**config.mk**
```make
export PLATFORM = sky130hd
export DESIGN_NAME = lc_token_shift
export DESIGN_NICKNAME = d
export VERILOG_FILES = /design/src/rtl/lc_token_shift.sv
export SDC_FILE = /design/constraint.sdc
export NUM_CORES = 1
export LEC_CHECK = 0
export ABC_AREA = 1
export BUFFER_PORTS_ARGS = -buffer_cell sky130_fd_sc_hd__buf_2
export CAP_MARGIN = 20
export CORE_MARGIN = 2
export CORE_UTILIZATION = 35
export DETAILED_ROUTE_END_ITERATION = 7
export PLACE_DENSITY = 0.56
export SETUP_SLACK_MARGIN = 0.5
export SLEW_MARGIN = 20
export SYNTH_ARGS = -nofsm -noshare
export SYNTH_HDL_FRONTEND = slang
export SYNTH_SLANG_ARGS = --single-unit
```
**constraint.sdc**
```tcl
create_clock -name clk -period 3.4 [get_ports clk]
set_input_delay 0.68 -clock clk [delete_from_list [all_inputs] [get_ports clk]]
set_output_delay 0.68 -clock clk [all_outputs]
set_load 0.05 [all_outputs]
```
**src/rtl/lc_token_shift.sv**
```systemverilog
// Beat counter and token assembly register: beat k lands in bits
// [k*WORD +: WORD]; the counter wraps to zero after the last beat.
module lc_token_shift #(
    parameter int WIDTH = 512,
    parameter int WORD  = 32
) (
    input  logic             clk,
    input  logic             rst_n,
    input  logic             i_beat_valid,
    input  logic [WORD-1:0]  i_beat_data,
    output logic [WIDTH-1:0] o_token,
    output logic             o_last_beat
);

    localparam int BEATS = WIDTH / WORD;
    localparam int CW    = (BEATS > 1) ? $clog2(BEATS) : 1;

    logic [CW-1:0]    r_cnt;
    logic [WIDTH-1:0] r_token;
    logic             w_at_last;

    assign w_at_last   = (r_cnt == CW'(BEATS - 1));
    assign o_last_beat = i_beat_valid && w_at_last;
    assign o_token     = r_token;

    always_ff @(posedge clk or negedge rst_n) begin
        if (!rst_n) begin
            r_cnt   <= '0;
            r_token <= '0;
        end else if (i_beat_valid) begin
            for (int k = 0; k < BEATS; k++) begin
                if (r_cnt == CW'(k)) begin
                    r_token[k*WORD +: WORD] <= i_beat_data;
                end
            end
            r_cnt <= w_at_last ? '0 : r_cnt + CW'(1);
        end
    end

endmodule

```
# [Word-level counts from Yosys, hierarchy flattened]
# Index checks and enable logic that the tools add are counted.
[word_totals] input_bits=35 regBits=516 elab_cells=52
[op_classes] n_mux=1 eq_ne=15 n_reduce_logical=18 add_sub_neg=1
[ops] op="$eq A4 B4 Y1 const B" count=8
[ops] op="$reduce_and A2 Y1" count=16
[ops] op="$eq A4 B3 Y1 const B" count=4
[ops] op="$eq A4 B2 Y1 const B" count=2
[ops] op="$add A4 B1 Y4 const B" count=1
[ops] op="$eq A4 B1 Y1 const B" count=1
[ops] op="$logic_not A4 Y1" count=1
[ops] op="$mux W4" count=1
[ops] op="$logic_and A1 B1 Y1" count=1

# [Longest topological paths before layout]
# Gate-level depths: netlist of run 1.
[depth] ltp_word=2 ltp_mapped=8 ltp_nobuf=7

# [Worst setup path after synthesis of run 1]
# Ideal clock, no wire load.
[synth_path] path_kind="in2out" start="input port i_beat_valid" end="output port o_last_beat" stages=4 slack_ns=1.285 t_required_ns=2.720 t_arrival_ns=1.435 path_cell_list="buf_4 nand2_2 nor2_4 buf_2"
[synth_between] elab_chain_len=1
[synth_rtl] item="start: declaration" line="9" rtl="input logic i_beat_valid,"
[synth_rtl] item="$logic_and A1 B1 Y1" line="23" rtl="assign o_last_beat = i_beat_valid && w_at_last;"
[synth_rtl] item="end: declaration" line="12" rtl="output logic o_last_beat"
# Every way passes these cells.

# [Final worst setup path of run 1]
[layout_path] start="register r_cnt[0]" end="output port o_last_beat"
[layout_between] elab_chain_len=2
[layout_rtl] item="start: declaration" line="18" rtl="logic [CW-1:0] r_cnt;"
[layout_rtl] item="start signal: assignment" line="36" rtl="r_cnt <= w_at_last ? '0 : r_cnt + CW'(1);"
[layout_rtl] item="$eq A4 B4 Y1" line="22" rtl="assign w_at_last = (r_cnt == CW'(BEATS - 1));"
[layout_rtl] item="$logic_and A1 B1 Y1" line="23"
# Every way passes these cells.

==> impl_metrics.py, run 1 <==
metrics = {
    "place": {
        "dp.cells": 3353,
        "io_buffers": 547,
        "dp_hpwl_um": 49760,
        "place_congestion": 0.8153,
    },
    "floorplan": {
        "chipWidth_um": 240.6,
        "core_area_mm2": 0.05520,
        "die_y_um": 240.6,
        "initial_core_util_pct": 35.48,
        "io-pin-count": 548,
        "dieArea_mm2": 0.05786,
        "std_cell_rows": 86,
    },
    "clocking": {
        "cts.repair.resized": 0,
        "clockBufferDepth": 3,
        "insertion_delay_ns": 0.61,
        "cts_hold_buf": 0,
        "post-cts-setup-buffer-count": 0,
        "cts_buffers": 56,
        "root_buffer": "clkbuf_16",
        "clk_pin_slew_ns": 0.06,
        "h-tree-depth": 2,
        "cts_sinks": 516,
        "cts_tree": "yes",
    },
    "synth": {
        "synthCells": 2160,
        "yosysWarnings": 0,
        "avgSynthCellArea_um2": 9.067,
        "yosysSeqAreaShare_pct": 65.93,
        "synth_area_leaders": "dfrtp_1, nand2_1, o21ai_0",
        "yosys.area.top_type_share_pct": 65.93,
        "synth_nets": 2199,
        "synth_area_mm2": 0.01959,
        "ys_ff_latch": 516,
        "yosysTopAreaCell": "dfrtp_1",
        "synthDistinctLibCells": 18,
    },
    "critical_path": {
        "cp.arrival_ns": 2.03,
        "cp_max_fo": 18,
        "ff2ff_path_depth": 8,
        "rrSetupSlack_ns": 1.02,
        "criticalPathCategory": "flop to primary output",
        "r2r_start": "r_cnt[1]$_DFFE_PN0P_",
        "startpoint_type": "flop",
        "reg2reg_to": "o_token[38]$_DFFE_PN0P_",
        "end_kind": "primary output",
        "crit_required_ns": 2.72,
    },
    "sta": {
        "min_period_ns": 2.707,
        "worst_slew_pin_slew_ns": 1.011,
        "max_freq_mhz": 369.4,
        "finalSetupViolCount": 0,
        "relSlewSlack_pct": 32.46,
        "fin_crit_sh_pct": 79.62,
        "setup_tns_ns": 0,
        "hold_violations": 0,
        "skew_ns": 0.01598,
        "drv_slew": 0,
        "rsz0062_at_grt": "false",
    },
    "worst_hold_path": {
        "min_path_type": "primary input to asynchronous set/reset pin",
    },
    "global_route": {
        "grt_max_degree": 86,
        "grt_pass1_wl_um": 105800,
        "grt_use_total_pct": 24.64,
        "grt-ovfl-total": 0,
        "antenna_found_initial": 0,
        "grt_pass1_vias": 15890,
    },
    "routing": {
        "first_pass_iters": 5,
        "wl_met2_um": 33740,
        "dr_total_vias": 16760,
        "drc": 0,
        "via_per_inst": 4.851,
        "drt-total-wl_um": 72970,
        "dr_wl_met3_um": 5946,
        "avgRoutedWirePerCell_um": 21.13,
        "highest-signal-layer": "met4",
        "drtIter0Drc": 1342,
        "drt-met1-wl_um": 31060,
        "antenna_left": 0,
    },
    "cells_and_area": {
        "mostFrequentLayoutCell": "nand2_1",
        "drive_above_1_share_pct": 25.39,
        "syn2layout_area_growth_pct": 27.16,
        "fin_cells": 3454,
        "final_cell_mix": "nand2_1, buf_2, dfrtp_1",
        "nFillCells": 5402,
        "diodes": 0,
        "nets": 2702,
    },
    "run_status": {
        "status": "completed",
    },
    "job": {
        "maxCapViolCount": 0,
    },
}
-- worst max-delay path: stages, from the launching register on --
cell	delay (ns)
dfrtp_1	0.42
ha_1	0.23
nand2_2	0.28
nor2_4	0.20
buf_2	0.29
-- cell type report --
type                       count  area (um^2)  area share, %
clock buffer                  89         1657          6.652
multi-input combinational   1457         5929          23.81
tap                          748        935.9          3.758
sequential                   516        12910          51.85
timing repair buffer         588         3156          12.67
inverter                      44        165.2         0.6632
clock inverter                12        148.9         0.5979
-- routing by layer --
layer | up-vias | GRT usage [%]
met5 | - | 0
met4 | 0 | 7.435
met3 | 126 | 6.291
met2 | 643 | 39.15
met1 | 8313 | 33.26
li1 | 7675 | -
-- cell usage after synthesis, drive strengths merged --
| library cell | count |
|---|---|
| nand4 | 1 |
| clkbuf | 76 |
| inv | 44 |
| nor3 | 1 |
| buf | 67 |
| ha | 4 |
| nor2 | 15 |
| o21ai | 258 |
| dfrtp | 516 |
| nand3 | 1 |
| nand2 | 1177 |
-- state kept, by name (all words and copies together) (netlist names) --
| name | flops |
|---|---|
| r_cnt | 4 |
| o_token | 512 |
-- worst max path at each step --
stage                          from  slack (ns)                        to
2_1_floorplan          i_beat_valid        1.29               o_last_beat
3_3_place_gp           i_beat_valid        0.85   o_token[39]$_DFFE_PN0P_
3_5_place_dp           i_beat_valid        0.81  o_token[422]$_DFFE_PN0P_
4_1_cts        r_cnt[0]$_DFFE_PN0P_        0.63               o_last_beat
5_1_grt        r_cnt[0]$_DFFE_PN0P_        0.56               o_last_beat
6_report       r_cnt[0]$_DFFE_PN0P_        0.69               o_last_beat
-- kinds of logic after synthesis --
kind of cell	after synthesis	share of synthesized area (%)
compound gates	258	6.593
fa+ha+maj	4	0.2556
buf+inv	187	4.127
flops	516	65.93
simple gates	1195	23.09
-- metrics by stage --
stage | hold WS, ns | utilization [%] | setup WS [ns] | cell area, um^2
6_report | 0.05780 | 45.12 | 0.6930 | 24900
5_1_grt | 0.09471 | 45.12 | 0.5563 | 24900
4_1_cts | 0.1286 | 45.12 | 0.6343 | 24900
3_5_place_dp | 0.4536 | 41.84 | 0.8102 | 23100
3_3_place_gp | 0.4495 | 41.84 | 0.8483 | 23100
2_1_floorplan | 0.3844 | - | 1.285 | 19590
Power of run 1 is left out: the tool's default activity adds up to more than one toggle a clock period on the data nets, which glitch-free logic cannot reach.
==> inputs of run 2 (changes only) <==
--- a/config.mk
+++ b/config.mk
@@ -5,7 +5,7 @@
 export SDC_FILE = /design/constraint.sdc
 export NUM_CORES = 1
 export LEC_CHECK = 0
-export ABC_AREA = 1
+export ABC_AREA = 0
 export BUFFER_PORTS_ARGS = -buffer_cell sky130_fd_sc_hd__buf_2
 export CAP_MARGIN = 20
 export CORE_MARGIN = 2
==> constraint.sdc (replaced) <==
create_clock -name clk -period 2.65 [get_ports clk]
set_input_delay 0.53 -clock clk [delete_from_list [all_inputs] [get_ports clk]]
set_output_delay 0.53 -clock clk [all_outputs]
set_load 0.05 [all_outputs]
==> run 2 against run 1 <==
Non-clock buffer count increased by 9; synthesized cell count down 47%; highest routed layer is now met5; die area barely moved; utilization up 0.60 points.
==> impl_metrics.py, run 2 <==
metrics = {
    "synth": {
        "synthDistinctLibCells": 22,
        "synth_commonest_cells": "dfrtp_1, mux2_2, clkbuf_1, buf_2, mux2_1",
        "yosysTopAreaCell": "dfrtp_1",
        "synth_area_mm2": 0.01959,
        "synthFlopType": "dfrtp_1",
        "synthCells": 1153,
        "yosys.area.top_type_share_pct": 65.92,
        "synth_area_leaders": "dfrtp_1, mux2_2, mux2_1",
        "yosysWarnings": 0,
        "synth_edf_count": 0,
        "synth_nets": 1192,
        "avgSynthCellArea_um2": 16.99,
        "async_reset_ff_share_pct": 100.0,
        "yosysSeqAreaShare_pct": 65.92,
        "ys_ff_latch": 516,
        "yosysMostFrequentCell": "dfrtp_1",
    },
    "run_status": {
        "status": "completed",
    },
    "floorplan": {
        "initial_core_util_pct": 35.48,
        "dieArea_mm2": 0.05787,
        "die_y_um": 240.6,
        "core_area_mm2": 0.05520,
        "io-pin-count": 548,
        "std_cell_rows": 86,
        "chipWidth_um": 240.6,
    },
    "global_route": {
        "grt_use_total_pct": 19.88,
        "grt_pass1_wl_um": 84890,
        "grt_max_degree": 93,
        "grt_pass1_vias": 12440,
        "grt-ovfl-total": 0,
        "antenna_found_initial": 2,
    },
    "clocking": {
        "clockBufferDepth": 3,
        "cts_buffers": 55,
        "cts_tree": "yes",
        "cts_sinks": 516,
        "h-tree-depth": 2,
        "clk_pin_slew_ns": 0.06,
        "root_buffer": "clkbuf_16",
        "insertion_delay_ns": 0.59,
    },
    "routing": {
        "dr_total_vias": 12040,
        "drt-total-wl_um": 58520,
        "via_per_inst": 4.811,
        "drc": 0,
        "drtIter0Drc": 461,
        "antenna_left": 0,
        "first_pass_iters": 4,
        "avgRoutedWirePerCell_um": 23.39,
    },
    "place": {
        "place_congestion": 0.7806,
        "pre_cts_ws_ns": 0.4639,
        "placed_cell_area_mm2": 0.02327,
        "io_buffers": 547,
        "dp_hpwl_um": 40740,
    },
    "sta": {
        "drv_slew": 0,
        "relSlewSlack_pct": 59.18,
        "worst_slew_pin_slew_ns": 0.6123,
        "setup_tns_ns": 0,
        "fin_crit_sh_pct": 78.31,
        "rsz0062_at_grt": "false",
        "hold_violations": 0,
        "max_freq_mhz": 481.9,
        "finalSetupViolCount": 0,
        "min_period_ns": 2.075,
        "setup_slack_ns": 0.5747,
        "skew_ns": 0.008887,
    },
    "critical_path": {
        "startpoint_type": "flop",
        "crit_required_ns": 3.12,
        "cp.arrival_ns": 2.54,
        "end_kind": "flop",
        "criticalPathCategory": "flop to flop",
        "cp_max_fo": 10,
    },
    "worst_hold_path": {
        "min_path_type": "primary input to flop",
    },
    "cells_and_area": {
        "largest_register_ff_count": 512,
        "nets": 1755,
        "mostFrequentLayoutCell": "buf_2",
        "design_area_mm2": 0.02524,
        "syn2layout_area_growth_pct": 28.83,
        "final_cell_mix": "buf_2, dfrtp_1, mux2_2",
        "drive_above_1_share_pct": 68.11,
    },
    "job": {
        "maxCapViolCount": 0,
    },
}
run 2: worst max-delay path, cell delays in order, from the launching register on:
cell and delay, ns:
dfrtp_2 0.43, buf_4 0.16, inv_1 0.10, ha_2 0.28
nor4bb_4 0.37, buf_4 0.27, mux2_2 0.35
run 2: cell families after synthesis:
family | Yosys count | synth area share (%)
compound gates | 5 | 0.1789
buf+inv | 94 | 2.855
xor+xnor | 1 | 0.04472
fa+ha+maj | 4 | 0.2555
flops | 516 | 65.92
mux | 512 | 29.43
simple gates | 21 | 1.310
run 2: through the flow:
step / utilization, % / hold WS [ns] / instances
2_1_floorplan: - / 0.2344 / 1153
3_3_place_gp: 42.15 / 0.4655 / 2401
3_5_place_dp: 42.15 / 0.4709 / 2401
4_1_cts: 45.68 / 0.3651 / 2500
5_1_grt: 45.71 / 0.4098 / 2501
6_report: 45.72 / 0.4012 / 2502
run 2: worst paths after layout:
path                                          start                       end  slack [ns]  cells past startpoint
max                            r_cnt[0]$_DFFE_PN0P_   o_token[69]$_DFFE_PN0P_        0.57                      6
min                                    i_beat_valid      r_cnt[1]$_DFFE_PN0P_        0.40                      3
max reg2reg                    r_cnt[0]$_DFFE_PN0P_   o_token[69]$_DFFE_PN0P_        0.57                      6
min reg2reg                o_token[116]$_DFFE_PN0P_  o_token[116]$_DFFE_PN0P_        0.48                      1
max in group asynchronous                     rst_n  o_token[339]$_DFFE_PN0P_        1.12                      3
min in group asynchronous                     rst_n  o_token[237]$_DFFE_PN0P_        0.52                      2
run 2: layer usage:
metal,vias to the layer above,GRT usage [%],share of wire (%),wire [um]
met5,-,0,0.022,13
met4,2,6.795,2.9,1668
met3,94,5.181,7.0,4068
met2,360,32.98,49,28610
met1,6375,25.27,41,24160
li1,5205,-,-,-
run 2: repair_timing:
| item | 4_1_cts | 5_1_grt |
|---|---|---|
| hold buffers | 1 | 0 |
| endpoints found under the hold margin | 42 | 0 |
| resized for setup | 8 | 4 |
| setup buffers | 4 | 1 |
| setup endpoints to repair | 1 | 66 |
run 2: layout make-up:
class,count,area [um^2]
Antenna cell,1,2.502
Clock buffer,83,1684
Clock inverter,11,200.2
Fill cell,5003,29970
Inverter,3,11.26
Multi-Input combinational cell,543,6213
Sequential cell,516,12920
Tap cell,748,935.9
Timing Repair Buffer,597,3269
Power of run 2 is left out for the same reason.
